$ cat src/rtl/hexdisp_pkg.sv
// ============================================================================
// Module      : hexdisp_pkg
// Description : Shared digit codes, FSM state type and leading-zero helper
//               for the HEX display scheduler.
// Revision    : 1.0 - initial release
// ============================================================================
`default_nettype none

package hexdisp_pkg;

    localparam logic [3:0] DIG_OFF  = 4'd10;
    localparam logic [3:0] DIG_DASH = 4'd15;

    typedef enum logic [1:0] {
        IDLE    = 2'd0,
        CONVERT = 2'd1,
        COMMIT  = 2'd2
    } hexdisp_state_t;

    // A zero nibble with no nonzero nibble above it is blanked, except digit 0.
    function automatic logic [3:0] blank_lz(
        input logic [3:0] nib,
        input logic       higher_nz,
        input logic       is_lsd
    );
        return ((nib == 4'd0) && !higher_nz && !is_lsd) ? DIG_OFF : nib;
    endfunction

endpackage

`default_nettype wire

$ cat src/rtl/bin2bcd_step.sv
// ============================================================================
// Module      : bin2bcd_step
// Description : One combinational double-dabble iteration (add-3, shift-left).
// Revision    : 1.0 - initial release
// ============================================================================
`default_nettype none

module bin2bcd_step #(
    parameter int NUM_DIGITS = 6,
    parameter int VAL_W      = 20
) (
    input  logic [4*NUM_DIGITS-1:0] bcd_i,
    input  logic [VAL_W-1:0]        bin_i,
    output logic [4*NUM_DIGITS-1:0] bcd_o,
    output logic [VAL_W-1:0]        bin_o,
    output logic                    carry_o
);

    logic [4*NUM_DIGITS-1:0] w_adj;

    for (genvar k = 0; k < NUM_DIGITS; k++) begin : g_nib
        assign w_adj[4*k +: 4] = (bcd_i[4*k +: 4] >= 4'd5) ? (bcd_i[4*k +: 4] + 4'd3)
                                                          : bcd_i[4*k +: 4];
    end

    // carry_o is the BCD bit pushed off the top; nonzero means the result no longer fits.
    assign {carry_o, bcd_o, bin_o} = {w_adj, bin_i, 1'b0};

endmodule

`default_nettype wire

$ cat src/rtl/hex_display_ctrl.sv
// ============================================================================
// Module      : hex_display_ctrl
// Description : Sequential binary-to-decimal scheduler for the HEX bank with
//               leading-zero blanking, overflow dashes and a one-deep pending
//               slot. Optional signed display via HEXDISP_SIGNED_EN.
// Revision    : 1.0 - initial release
// ============================================================================
`default_nettype none

module hex_display_ctrl
    import hexdisp_pkg::*;
#(
    parameter int NUM_DIGITS = 6,
    parameter int VAL_W      = 20
) (
    input  logic                    clk,
    input  logic                    rst_n,
    input  logic [VAL_W-1:0]        value_i,
    input  logic                    value_valid_i,
    output logic [4*NUM_DIGITS-1:0] digits_o,
    output logic                    busy_o,
    output logic                    upd_done_o,
    output logic                    ovf_o
);

    localparam int                DW       = 4 * NUM_DIGITS;
    localparam int                CNT_W    = $clog2(VAL_W + 1);
    localparam logic [VAL_W-1:0]  MAX_VAL  = VAL_W'(10**NUM_DIGITS - 1);
    localparam logic [CNT_W-1:0]  LAST_CNT = CNT_W'(VAL_W - 1);
`ifdef HEXDISP_SIGNED_EN
    localparam logic [VAL_W-1:0]  MAX_NEG  = VAL_W'(10**(NUM_DIGITS - 1) - 1);
`endif

    hexdisp_state_t    state_q, state_d;
    logic [CNT_W-1:0]  cnt_q, cnt_d;
    logic [DW-1:0]     bcd_q, bcd_d;
    logic [VAL_W-1:0]  bin_q, bin_d;
    logic              ovf_q, ovf_d;
    logic              pend_full_q, pend_full_d;
    logic [VAL_W-1:0]  pend_val_q, pend_val_d;
    logic [DW-1:0]     digits_q, digits_d;
    logic              ovf_out_q, ovf_out_d;
    logic              upd_q, upd_d;
`ifdef HEXDISP_SIGNED_EN
    logic              neg_q, neg_d;
`endif

    logic [VAL_W-1:0]  w_take_val, w_mag;
    logic              w_neg, w_in_range;
    logic [DW-1:0]     w_step_bcd, w_blank, w_fmt;
    logic [VAL_W-1:0]  w_step_bin;
    logic              w_step_carry;

    bin2bcd_step #(
        .NUM_DIGITS (NUM_DIGITS),
        .VAL_W      (VAL_W)
    ) u_step (
        .bcd_i   (bcd_q),
        .bin_i   (bin_q),
        .bcd_o   (w_step_bcd),
        .bin_o   (w_step_bin),
        .carry_o (w_step_carry)
    );

    // A fresh strobe always wins over the pending slot.
    always_comb begin
        w_take_val = value_valid_i ? value_i : pend_val_q;
        w_neg      = 1'b0;
        w_mag      = w_take_val;
        w_in_range = (w_take_val <= MAX_VAL);
`ifdef HEXDISP_SIGNED_EN
        w_neg      = w_take_val[VAL_W-1];
        w_mag      = w_neg ? (~w_take_val + 1'b1) : w_take_val;
        w_in_range = w_neg ? (w_mag <= MAX_NEG) : (w_mag <= MAX_VAL);
`endif
    end

    always_comb begin
        logic nz;
        nz = 1'b0;
        for (int k = NUM_DIGITS - 1; k >= 0; k--) begin
            w_blank[4*k +: 4] = blank_lz(bcd_q[4*k +: 4], nz, (k == 0));
            nz = nz | (bcd_q[4*k +: 4] != 4'd0);
        end
        w_fmt = w_blank;
`ifdef HEXDISP_SIGNED_EN
        for (int k = 1; k < NUM_DIGITS; k++) begin
            if (neg_q && (w_blank[4*k +: 4] == DIG_OFF) && (w_blank[4*(k-1) +: 4] != DIG_OFF))
                w_fmt[4*k +: 4] = DIG_DASH;
        end
`endif
        if (ovf_q)
            w_fmt = {NUM_DIGITS{DIG_DASH}};
    end

    always_comb begin
        state_d     = state_q;
        cnt_d       = cnt_q;
        bcd_d       = bcd_q;
        bin_d       = bin_q;
        ovf_d       = ovf_q;
        pend_full_d = pend_full_q;
        pend_val_d  = pend_val_q;
        digits_d    = digits_q;
        ovf_out_d   = ovf_out_q;
        upd_d       = 1'b0;
`ifdef HEXDISP_SIGNED_EN
        neg_d       = neg_q;
`endif
        case (state_q)
            IDLE: begin
                if (value_valid_i || pend_full_q) begin
                    pend_full_d = 1'b0;
                    cnt_d       = '0;
                    bcd_d       = '0;
                    bin_d       = w_in_range ? w_mag : '0;
                    ovf_d       = !w_in_range;
                    state_d     = w_in_range ? CONVERT : COMMIT;
`ifdef HEXDISP_SIGNED_EN
                    neg_d       = w_neg;
`endif
                end
            end
            CONVERT: begin
                bcd_d = w_step_bcd;
                bin_d = w_step_bin;
                cnt_d = cnt_q + 1'b1;
                if (w_step_carry)
                    ovf_d = 1'b1;
                if (cnt_q == LAST_CNT)
                    state_d = COMMIT;
            end
            COMMIT: begin
                digits_d  = w_fmt;
                ovf_out_d = ovf_q;
                upd_d     = 1'b1;
                state_d   = IDLE;
            end
            default: state_d = IDLE;
        endcase

        if ((state_q != IDLE) && value_valid_i) begin
            pend_full_d = 1'b1;
            pend_val_d  = value_i;
        end
    end

    always_ff @(posedge clk or negedge rst_n) begin
        if (!rst_n) begin
            state_q     <= IDLE;
            cnt_q       <= '0;
            bcd_q       <= '0;
            bin_q       <= '0;
            ovf_q       <= 1'b0;
            pend_full_q <= 1'b0;
            pend_val_q  <= '0;
            digits_q    <= {NUM_DIGITS{DIG_OFF}};
            ovf_out_q   <= 1'b0;
            upd_q       <= 1'b0;
`ifdef HEXDISP_SIGNED_EN
            neg_q       <= 1'b0;
`endif
        end else begin
            state_q     <= state_d;
            cnt_q       <= cnt_d;
            bcd_q       <= bcd_d;
            bin_q       <= bin_d;
            ovf_q       <= ovf_d;
            pend_full_q <= pend_full_d;
            pend_val_q  <= pend_val_d;
            digits_q    <= digits_d;
            ovf_out_q   <= ovf_out_d;
            upd_q       <= upd_d;
`ifdef HEXDISP_SIGNED_EN
            neg_q       <= neg_d;
`endif
        end
    end

    assign digits_o   = digits_q;
    assign busy_o     = (state_q != IDLE);
    assign upd_done_o = upd_q;
    assign ovf_o      = ovf_out_q;

endmodule

`default_nettype wire

$ cat config.mk
export PLATFORM = sky130hd
export DESIGN_NAME = hex_display_ctrl
export DESIGN_NICKNAME = d
export VERILOG_FILES = /design/src/rtl/hexdisp_pkg.sv /design/src/rtl/bin2bcd_step.sv /design/src/rtl/hex_display_ctrl.sv
export SDC_FILE = /design/constraint.sdc
export NUM_CORES = 1
export LEC_CHECK = 0
export ABC_CLOCK_PERIOD_IN_PS = 1500
export CORE_MARGIN = 3
export CORE_UTILIZATION = 55
export DETAILED_ROUTE_END_ITERATION = 8
export PLACE_DENSITY_LB_ADDON = 0.2
export SKIP_CTS_REPAIR_TIMING = 1
export SLEW_MARGIN = 20
export SYNTH_ARGS = -nofsm -noshare
export SYNTH_HDL_FRONTEND = slang
export SYNTH_HIERARCHICAL = 1
export SYNTH_SLANG_ARGS = --single-unit
$ cat constraint.sdc
create_clock -name clk -period 1.5 [get_ports clk]
set_input_delay 0.3 -clock clk [delete_from_list [all_inputs] [get_ports clk]]
set_output_delay 0.3 -clock clk [all_outputs]
set_load 0.005 [all_outputs]
==> results.py, run 1 <==
metrics = {
    "status": {
        "status": "finished with violations",
        "violations": "negative setup slack",
    },
    "cts": {
        "cts_sinks": 99,
        "cts.clk_slew.worst_paths_ns": 0.11,
        "cts_buffer_depth": 2,
        "worstSkewPairLatency_ns": 0.38,
        "cts_buffers": 9,
        "cts-root-buf": "clkbuf_8",
        "cts_tree": "built",
        "htree_levels": 3,
    },
    "finish": {
        "n_fill_cell": 616,
        "stdcell_count": 707,
        "multi_input_area_um2": 2500,
        "finalNetCount": 630,
        "num_antenna_cells": 0,
        "final_common_cell": "dfrtp_1",
        "drive_above_1_share_pct": 33.4,
        "area_growth_pct": 28.7,
        "final_cell_mix": "dfrtp_1, nand2_1, buf_4",
        "finalCoreUtilization_pct": 74.4,
        "regArea_um2": 2510,
    },
    "critical_path": {
        "worstRegToRegCells": 6,
        "path_cells": "buf_6 > nor4_4 > nand4_1 > or2b_1 > o21ai_1 > nand2_1",
        "crit_slowest_cell": "dfrtp_1",
        "worst-path-buf-inv": 1,
        "rr_endpoint": "digits_o[11]",
        "crit_fanout": 5,
        "rrSetupSlack_ns": -0.02,
        "rr_startpoint": "bcd_q[9]",
        "cp.depth": 6,
        "crit_path_start_kind": "register",
        "cp-end-kind": "register",
        "cp-endpoint": "digits_o[11]",
        "crit_arrival_ns": 1.83,
        "crit_family": "simple AND/OR/NAND/NOR gates",
        "crit_start": "bcd_q[9]",
        "slowest_delay_ns": 0.46,
        "critical_path_class": "register to register",
        "cp.required_ns": 1.81,
    },
    "synthesis": {
        "yosysSeqAreaShare_pct": 48.5,
        "synth_top_cell_by_area": "dfrtp_1",
        "syn_avg_cell_area_um2": 10.2,
        "synth_top_area_share_pct": 42.3,
        "syn_area_um2": 5140,
        "ys_ff_latch": 99,
        "syn_inst": 505,
        "synth_fp_nets": 541,
        "synth.area.top_cells": "dfrtp_1, mux2_2, dfstp_2, o21ai_0, nand2_1",
        "yosysUniqueCellTypes": 43,
        "yosys_warnings": 6,
    },
    "sta": {
        "fin_ws_ns": -0.0150,
        "fmax_mhz": 660,
        "hold_violations": 0,
        "skew_ns": 0.0131,
        "min_period_ns": 1.52,
        "maxSlewViolCount": 0,
        "setup_viol": 3,
        "grt_setup_unrepaired": "yes",
        "fin_crit_sh_pct": 101,
    },
    "global_routing": {
        "grt_max_degree": 29,
        "antenna_found_initial": 0,
        "grt_pass1_wl_mm": 17.6,
        "grtUsageTotal_pct": 21.2,
        "grt-ovfl-total": 0,
        "grt_pass1_vias": 3842,
    },
    "flow_run": {
        "maxCapViolCount": 0,
    },
    "power": {
        "powerDensity_nw_per_um2": 1870,
        "p_leak_nw": 3.17,
        "power_mw": 12.4,
        "peakVddDrop_mv": 1.18,
    },
    "placed_design": {
        "gp_congestion": 0.832,
        "hpwlAfterDp_mm": 7.36,
        "preCtsSetupSlack_ns": -0.662,
        "port_buffers": 49,
        "placed_cells": 663,
    },
    "drt": {
        "drt_pass1_iterations": 5,
        "drtIter0Drc": 145,
        "routedWlPerCell_um": 16.3,
        "drc": 0,
        "wl_mm": 11.5,
        "vias": 4034,
        "ant_nets": 0,
        "vias_per_cell": 5.71,
    },
    "min_path": {
        "hold_path.class": "input pin to async pin",
    },
    "floorplan": {
        "core_area_um2": 8890,
        "initial_core_util_pct": 57.8,
        "io_pins": 50,
        "num_rows": 34,
        "die-area_um2": 10500,
        "fp.dieW_um": 103,
        "chipHeight_um": 103,
    },
}
==> how the worst min path moves through the flow <==
stage / end / start / depth (start not counted) / slack [ns]
after global placement: upd_done_o / rst_n / 1 / 0.23
after global routing: bcd_q[18] / rst_n / 2 / 0.37
after detailed placement: bcd_q[18] / rst_n / 1 / 0.24
after CTS: bcd_q[18] / rst_n / 1 / -0.18
after floorplan: bcd_q[0] / rst_n / 0 / 0.004
final: bcd_q[18] / rst_n / 2 / 0.37
==> registers in the layout (all words and copies together), names as in the netlist <==
| signal | flops |
|---|---|
| bcd_q | 24 |
| pend_full_q | 1 |
| upd_done_o | 1 |
| digits_o | 24 |
| cnt_q | 5 |
| pend_val_q | 20 |
| state_q | 2 |
| bin_q | 20 |
| ovf_q | 1 |
| ovf_o | 1 |
==> report_power, final <==
group / total, mW / internal [mW] / leakage (nW) / switching [mW]
logic: 5.88 / 3.09 / 1.88 / 2.79
registers: 4.83 / 3.88 / 1.19 / 0.954
clock network: 1.65 / 0.668 / 0.0978 / 0.979
==> metrics by stage <==
stage          setup TNS (ns)  hold slack, ns  instance area, um^2
2_1_floorplan               0         0.00441                 5140
3_3_place_gp           -25.49           0.232                 5900
3_5_place_dp           -27.02           0.237                 5900
4_1_cts                 -8.32          -0.184                 6080
5_1_grt                -0.320           0.368                 6620
6_report              -0.0283           0.368                 6620
==> cell type report <==
cell class	instances	area share, %
flip-flops and latches	99	37.9
multi-input cells	344	37.7
inverters	16	0.945
repair buffers	124	18.7
well taps	108	2.04
clock buffers	10	2.08
clock inverters	6	0.681
==> worst reg2reg max path, cell delays in order (launching register included) <==
cell and delay (ns):
dfrtp_1 0.46, buf_6 0.16, nor4_4 0.26, nand4_1 0.21, or2b_1 0.24, o21ai_1 0.07, nand2_1 0.07
==> synthesized netlist by cell type, drive strengths merged <==
cell type / n
or2b: 2
nand3: 2
nand2b: 16
o21ai: 71
o22ai: 5
nor2b: 1
o211a: 1
mux2: 37
a22o: 25
clkbuf: 9
nand4: 3
nor3: 7
o31ai: 1
nor2: 27
nor4: 5
nand2: 70
or4: 1
dfstp: 12
xor2: 3
mux2i: 7
and2: 1
or2: 1
conb: 1
inv: 16
a21oi: 13
dfrtp: 87
o22a: 5
buf: 37
a22oi: 20
xnor2: 6
ha: 13
==> metal layers <==
layer / wire length, um / global-route usage, % / vias to the layer above
li1: - / - / 1934
met1: 5000 / 26.5 / 1987
met2: 5800 / 36.3 / 92
met3: 474 / 4.40 / 21
met4: 237 / 7.87 / 0
met5: 0 / 0 / -
==> kinds of logic after synthesis <==
family	Yosys count	share of synthesized area (%)
adder cells (fa/ha/maj)	13	3.16
other	1	0.0729
AND/OR/NAND/NOR	136	12.3
XOR/XNOR	9	1.53
multiplexers	44	9.54
AO/OA/AOI/OAI	141	18.1
flip-flops	99	48.5
buffers and inverters	62	6.89
Note: power is estimated with default switching activity, not from simulation.
==> run 2, diff against run 1 <==
--- a/config.mk
+++ b/config.mk
@@ -10,6 +10,7 @@
 export CORE_UTILIZATION = 55
 export DETAILED_ROUTE_END_ITERATION = 8
 export PLACE_DENSITY_LB_ADDON = 0.2
+export REMOVE_ABC_BUFFERS = 1
 export SKIP_CTS_REPAIR_TIMING = 1
 export SLEW_MARGIN = 20
 export SYNTH_ARGS = -nofsm -noshare
==> run 2 against run 1 <==
The run still ends with negative setup slack left. Non-clock buffer count rose by 4. Sequential share of layout area fell by 1.8 points. Fmax decreased by 4.4%. Clock skew shrank 0.00093 ns. Flip-flop and latch count unchanged. Worst setup slack worse by 0.070 ns. Via count up 3.3%. Clock power is 18% higher. Sequential power increased by 0.8%. Combinational power grew 14%.
==> results.py, run 2 (synthesis gave the netlist of run 1 again) <==
metrics = {
    "critical_path": {
        "worst-path-buf-inv": 3,
        "crit_arrival_ns": 1.83,
        "crit_path_start_kind": "input pin",
        "cp.required_ns": 1.75,
        "crit_family": "buffers and inverters",
        "critical_path_class": "input pin to register",
        "crit_slowest_cell": "clkdlybuf4s50_1",
        "path_cells": "clkdlybuf4s50_1 > nor3_2 > buf_4 > o22ai_4 > nor2_2 > a22oi_4 > clkbuf_16 > o21ai_1",
        "slowest_delay_ns": 0.49,
        "cp-end-kind": "register",
        "crit_fanout": 5,
    },
    "global_routing": {
        "grt_pass1_vias": 3956,
        "grt-ovfl-total": 0,
        "grtUsageTotal_pct": 22.1,
        "grt_max_degree": 45,
        "grt_pass1_wl_mm": 18.5,
        "antenna_found_initial": 0,
    },
    "cts": {
        "cts_buffer_depth": 2,
        "cts_tree": "built",
        "cts_sinks": 99,
        "cts-root-buf": "clkbuf_8",
        "cts.clk_slew.worst_paths_ns": 0.09,
        "worstSkewPairLatency_ns": 0.36,
        "cts_buffers": 9,
        "htree_levels": 3,
    },
    "placed_design": {
        "placed_cells": 669,
        "placed_area_um2": 5980,
        "port_buffers": 49,
        "gp_congestion": 0.855,
        "hpwlAfterDp_mm": 7.47,
    },
    "finish": {
        "area_growth_pct": 35.0,
        "finalCoreUtilization_pct": 78.1,
        "final_common_cell": "dfrtp_1",
        "num_antenna_cells": 0,
        "final_cell_mix": "dfrtp_1, nand2_1, buf_4",
        "finalNetCount": 634,
        "finalInstanceArea_um2": 6940,
        "drive_above_1_share_pct": 37.6,
        "stdcell_count": 711,
    },
    "sta": {
        "grt_setup_unrepaired": "yes",
        "min_period_ns": 1.58,
        "fin_ws_ns": -0.0849,
        "skew_ns": 0.0122,
        "worstMarginPinSlew_ns": 0.568,
        "fin_crit_sh_pct": 106,
        "slew_headroom_pct": 62.1,
        "setup_viol": 18,
        "maxSlewViolCount": 0,
        "fmax_mhz": 631,
        "whs_ns": 0.331,
        "hold_violations": 0,
    },
    "floorplan": {
        "io_pins": 50,
        "initial_core_util_pct": 57.8,
        "die-area_um2": 10500,
        "core_area_um2": 8890,
        "chipHeight_um": 103,
        "num_rows": 34,
        "fp.dieW_um": 103,
    },
    "status": {
        "status": "finished with violations",
        "violations": "negative setup slack",
    },
    "drt": {
        "drtIter0Drc": 153,
        "drc": 0,
        "drt_pass1_iterations": 5,
        "routedWlPerCell_um": 17.5,
        "wl_mm": 12.5,
        "vias": 4167,
        "vias_per_cell": 5.86,
        "ant_nets": 0,
    },
    "power": {
        "p_leak_nw": 3.29,
        "powerDensity_nw_per_um2": 1950,
        "peakVddDrop_mv": 0.932,
    },
    "flow_run": {
        "maxCapViolCount": 0,
    },
    "min_path": {
        "hold_path.class": "input pin to register",
    },
}
run 2: changes by cell type in the layout (fill, tap and decap cells not counted), sizes merged:
cell | previous run | this run
buf | 74 | 76
bufinv | 0 | 2
clkbuf | 11 | 14
clkdlybuf4s50 | 20 | 19
clkinv | 2 | 3
inv | 20 | 17
run 2: through the flow:
stage | TNS [ns] | worst slack (ns) | power [mW]
after floorplan | -54.57 | -1.29 | 7.69
after global placement | -20.55 | -0.404 | 9.92
after detailed placement | -24.10 | -0.571 | 10.2
after CTS | -6.17 | -0.364 | 12.1
after global routing | -2.09 | -0.142 | 14.4
final | -0.908 | -0.0849 | 13.5
run 2: power by group:
group	internal, mW	switching (mW)	total (mW)
registers	3.88	0.994	4.87
clock network	0.990	0.958	1.95
logic	3.51	3.20	6.70
total	8.37	5.15	13.5
run 2: final timing paths:
kind | from | to | slack, ns | cells past startpoint
setup / recovery | value_i[6] | bin_q[1] | -0.08 | 8
hold / removal | value_i[8] | pend_val_q[8] | 0.33 | 3
setup reg to reg | state_q[0] | bin_q[1] | -0.07 | 5
hold reg to reg | digits_o[1] | digits_o[1] | 0.45 | 2
max in group asynchronous | rst_n | digits_o[21] | 0.49 | 3
min in group asynchronous | rst_n | digits_o[14] | 0.40 | 2
run 2: cell type report:
class | instances | area (um^2)
clock buffer | 10 | 138
clock inverter | 6 | 87.6
tap | 108 | 135
multi-input combinational | 344 | 2670
fill | 570 | 1950
timing repair buffer | 128 | 1340
inverter | 16 | 65.1
sequential | 99 | 2500
run 2: worst min-delay path, cell delays in order:
cell	delay, ns
dlymetal6s2s_1	0.11
buf_4	0.12
mux2_2	0.13
run 2: routing by layer:
metal	vias up	track usage (%)	part of all wire [%]
met1	2080	27.6	40
met2	117	39.0	53
met5	-	0	0
li1	1938	-	-
met3	32	3.04	4.2
met4	0	8.38	2.7
==> run 3, diff against run 2 <==
--- a/config.mk
+++ b/config.mk
@@ -9,6 +9,7 @@
 export CORE_MARGIN = 3
 export CORE_UTILIZATION = 55
 export DETAILED_ROUTE_END_ITERATION = 8
+export MAX_ROUTING_LAYER = met4
 export PLACE_DENSITY_LB_ADDON = 0.2
 export REMOVE_ABC_BUFFERS = 1
 export SKIP_CTS_REPAIR_TIMING = 1
==> run 3 against run 2 <==
The run still ends with negative setup slack left. Register-to-register slack hardly changed. Sequential share of layout area stayed put. Largest power group unchanged. Via count is 0.48% higher. Flip-flop and latch count stayed put. Highest routed layer unchanged. Hold slack better by 0.00059 ns. Die area stayed put.
==> results.py, run 3 (synthesis gave the netlist of run 1 again) <==
metrics = {
    "floorplan": {
        "num_rows": 34,
        "initial_core_util_pct": 57.8,
        "io_pins": 50,
        "core_area_um2": 8890,
        "chipHeight_um": 103,
        "die-area_um2": 10500,
        "fp.dieW_um": 103,
    },
    "critical_path": {
        "path_cells": "clkdlybuf4s50_1 > nor3_2 > buf_4 > o22ai_4 > nor2_2 > a22oi_4 > clkbuf_16 > o21ai_1",
        "rr_startpoint": "state_q[0]",
        "crit_fanout": 5,
        "slowest_delay_ns": 0.49,
        "cp-end-kind": "register",
        "crit_slowest_cell": "clkdlybuf4s50_1",
        "worstRegToRegCells": 5,
        "cp.required_ns": 1.75,
        "critical_path_class": "input pin to register",
        "crit_arrival_ns": 1.83,
        "rr_endpoint": "bin_q[1]",
        "crit_path_start_kind": "input pin",
        "rrSetupSlack_ns": -0.07,
    },
    "finish": {
        "final_cell_mix": "dfrtp_1, nand2_1, buf_4",
        "finalInstanceArea_um2": 6940,
        "regArea_um2": 2500,
        "num_antenna_cells": 0,
        "finalCoreUtilization_pct": 78.1,
        "multi_input_area_um2": 2670,
        "area_growth_pct": 35.0,
        "drive_above_1_share_pct": 37.6,
        "finalNetCount": 634,
        "n_fill_cell": 570,
        "final_common_cell": "dfrtp_1",
    },
    "power": {
        "p_leak_nw": 3.29,
        "powerDensity_nw_per_um2": 1950,
        "peakVddDrop_mv": 0.931,
    },
    "global_routing": {
        "grt-ovfl-total": 0,
        "grt_max_degree": 45,
        "grt_pass1_vias": 3957,
        "grt_pass1_wl_mm": 18.5,
        "grtUsageTotal_pct": 22.8,
        "antenna_found_initial": 0,
    },
    "flow_run": {
        "maxCapViolCount": 0,
    },
    "placed_design": {
        "hpwlAfterDp_mm": 7.47,
        "placed_area_um2": 5980,
        "port_buffers": 49,
        "gp_congestion": 0.868,
        "preCtsSetupSlack_ns": -0.571,
    },
    "cts": {
        "worstSkewPairLatency_ns": 0.37,
        "cts_buffers": 9,
        "cts_sinks": 99,
        "cts-root-buf": "clkbuf_8",
        "cts_tree": "built",
        "cts_buffer_depth": 2,
        "cts.clk_slew.worst_paths_ns": 0.10,
        "htree_levels": 3,
    },
    "sta": {
        "slew_headroom_pct": 61.9,
        "fin_crit_sh_pct": 106,
        "hold_violations": 0,
        "worstMarginPinSlew_ns": 0.571,
        "skew_ns": 0.0151,
        "fin_ws_ns": -0.0856,
        "setup_viol": 18,
        "grt_setup_unrepaired": "yes",
        "fmax_mhz": 631,
        "maxSlewViolCount": 0,
        "min_period_ns": 1.59,
    },
    "drt": {
        "wl_mm": 12.5,
        "drt_pass1_iterations": 4,
        "vias": 4187,
        "drtIter0Drc": 176,
        "routedWlPerCell_um": 17.6,
        "drc": 0,
        "ant_nets": 0,
        "vias_per_cell": 5.89,
    },
    "status": {
        "status": "finished with violations",
        "violations": "negative setup slack",
    },
    "min_path": {
        "hold_path.class": "input pin to register",
        "hold_start": "value_i[8]",
        "min_to": "pend_val_q[8]",
        "worstHoldPathCells": 3,
    },
}
run 3: cell counts in the layout (fill, tap and decap cells not counted):
Identical to the previous run, type by type.
run 3: worst max path at each step:
stage	startpoint	endpoint	slack, ns	cells after the start
floorplan	state_q[0]	bin_q[0]	-1.29	4
finish	value_i[6]	bin_q[1]	-0.09	8
detailed placement	value_valid_i	bin_q[2]	-0.57	8
global route	pend_val_q[18]	bin_q[11]	-0.14	6
CTS	state_q[0]	busy_o	-0.36	3
global placement	value_valid_i	bin_q[1]	-0.40	8
run 3: metal layers:
layer	wire, um	share of wire, %	vias up	track usage (%)
met3	532	4.3	34	3.04
met2	6570	53	119	39.0
met1	5040	40	2097	27.6
met5	0	0	-	-
met4	357	2.9	0	8.38
li1	-	-	1937	-
run 3: cell type report:
cell class	count	area share [%]
Tap cell	108	1.95
Multi-Input combinational cell	344	38.5
Clock inverter	6	1.26
Inverter	16	0.937
Sequential cell	99	36.0
Timing Repair Buffer	128	19.3
Clock buffer	10	1.98
run 3: worst max-delay path: cells and delay by family:
kind / cells / cell delay [ns]
buffers and inverters: 3 / 0.85
AO/OA/AOI/OAI: 3 / 0.54
AND/OR/NAND/NOR: 2 / 0.14
run 3: report_power, final:
| part | internal [mW] | total (mW) | switching (mW) |
|---|---|---|---|
| combinational | 3.51 | 6.70 | 3.19 |
| sequential | 3.88 | 4.87 | 0.995 |
| clock | 0.990 | 1.95 | 0.964 |
| total | 8.38 | 13.5 | 5.15 |
run 3: metrics by stage:
| stage | cells | hold slack [ns] | TNS (ns) | total power [mW] |
|---|---|---|---|---|
| after floorplan | 459 | 0.00441 | -54.57 | 7.69 |
| after global placement | 669 | 0.251 | -20.55 | 9.92 |
| after detailed placement | 669 | 0.255 | -24.10 | 10.2 |
| after CTS | 685 | -0.140 | -6.17 | 12.1 |
| after global routing | 711 | 0.358 | -2.09 | 14.5 |
| final | 711 | 0.331 | -0.916 | 13.5 |
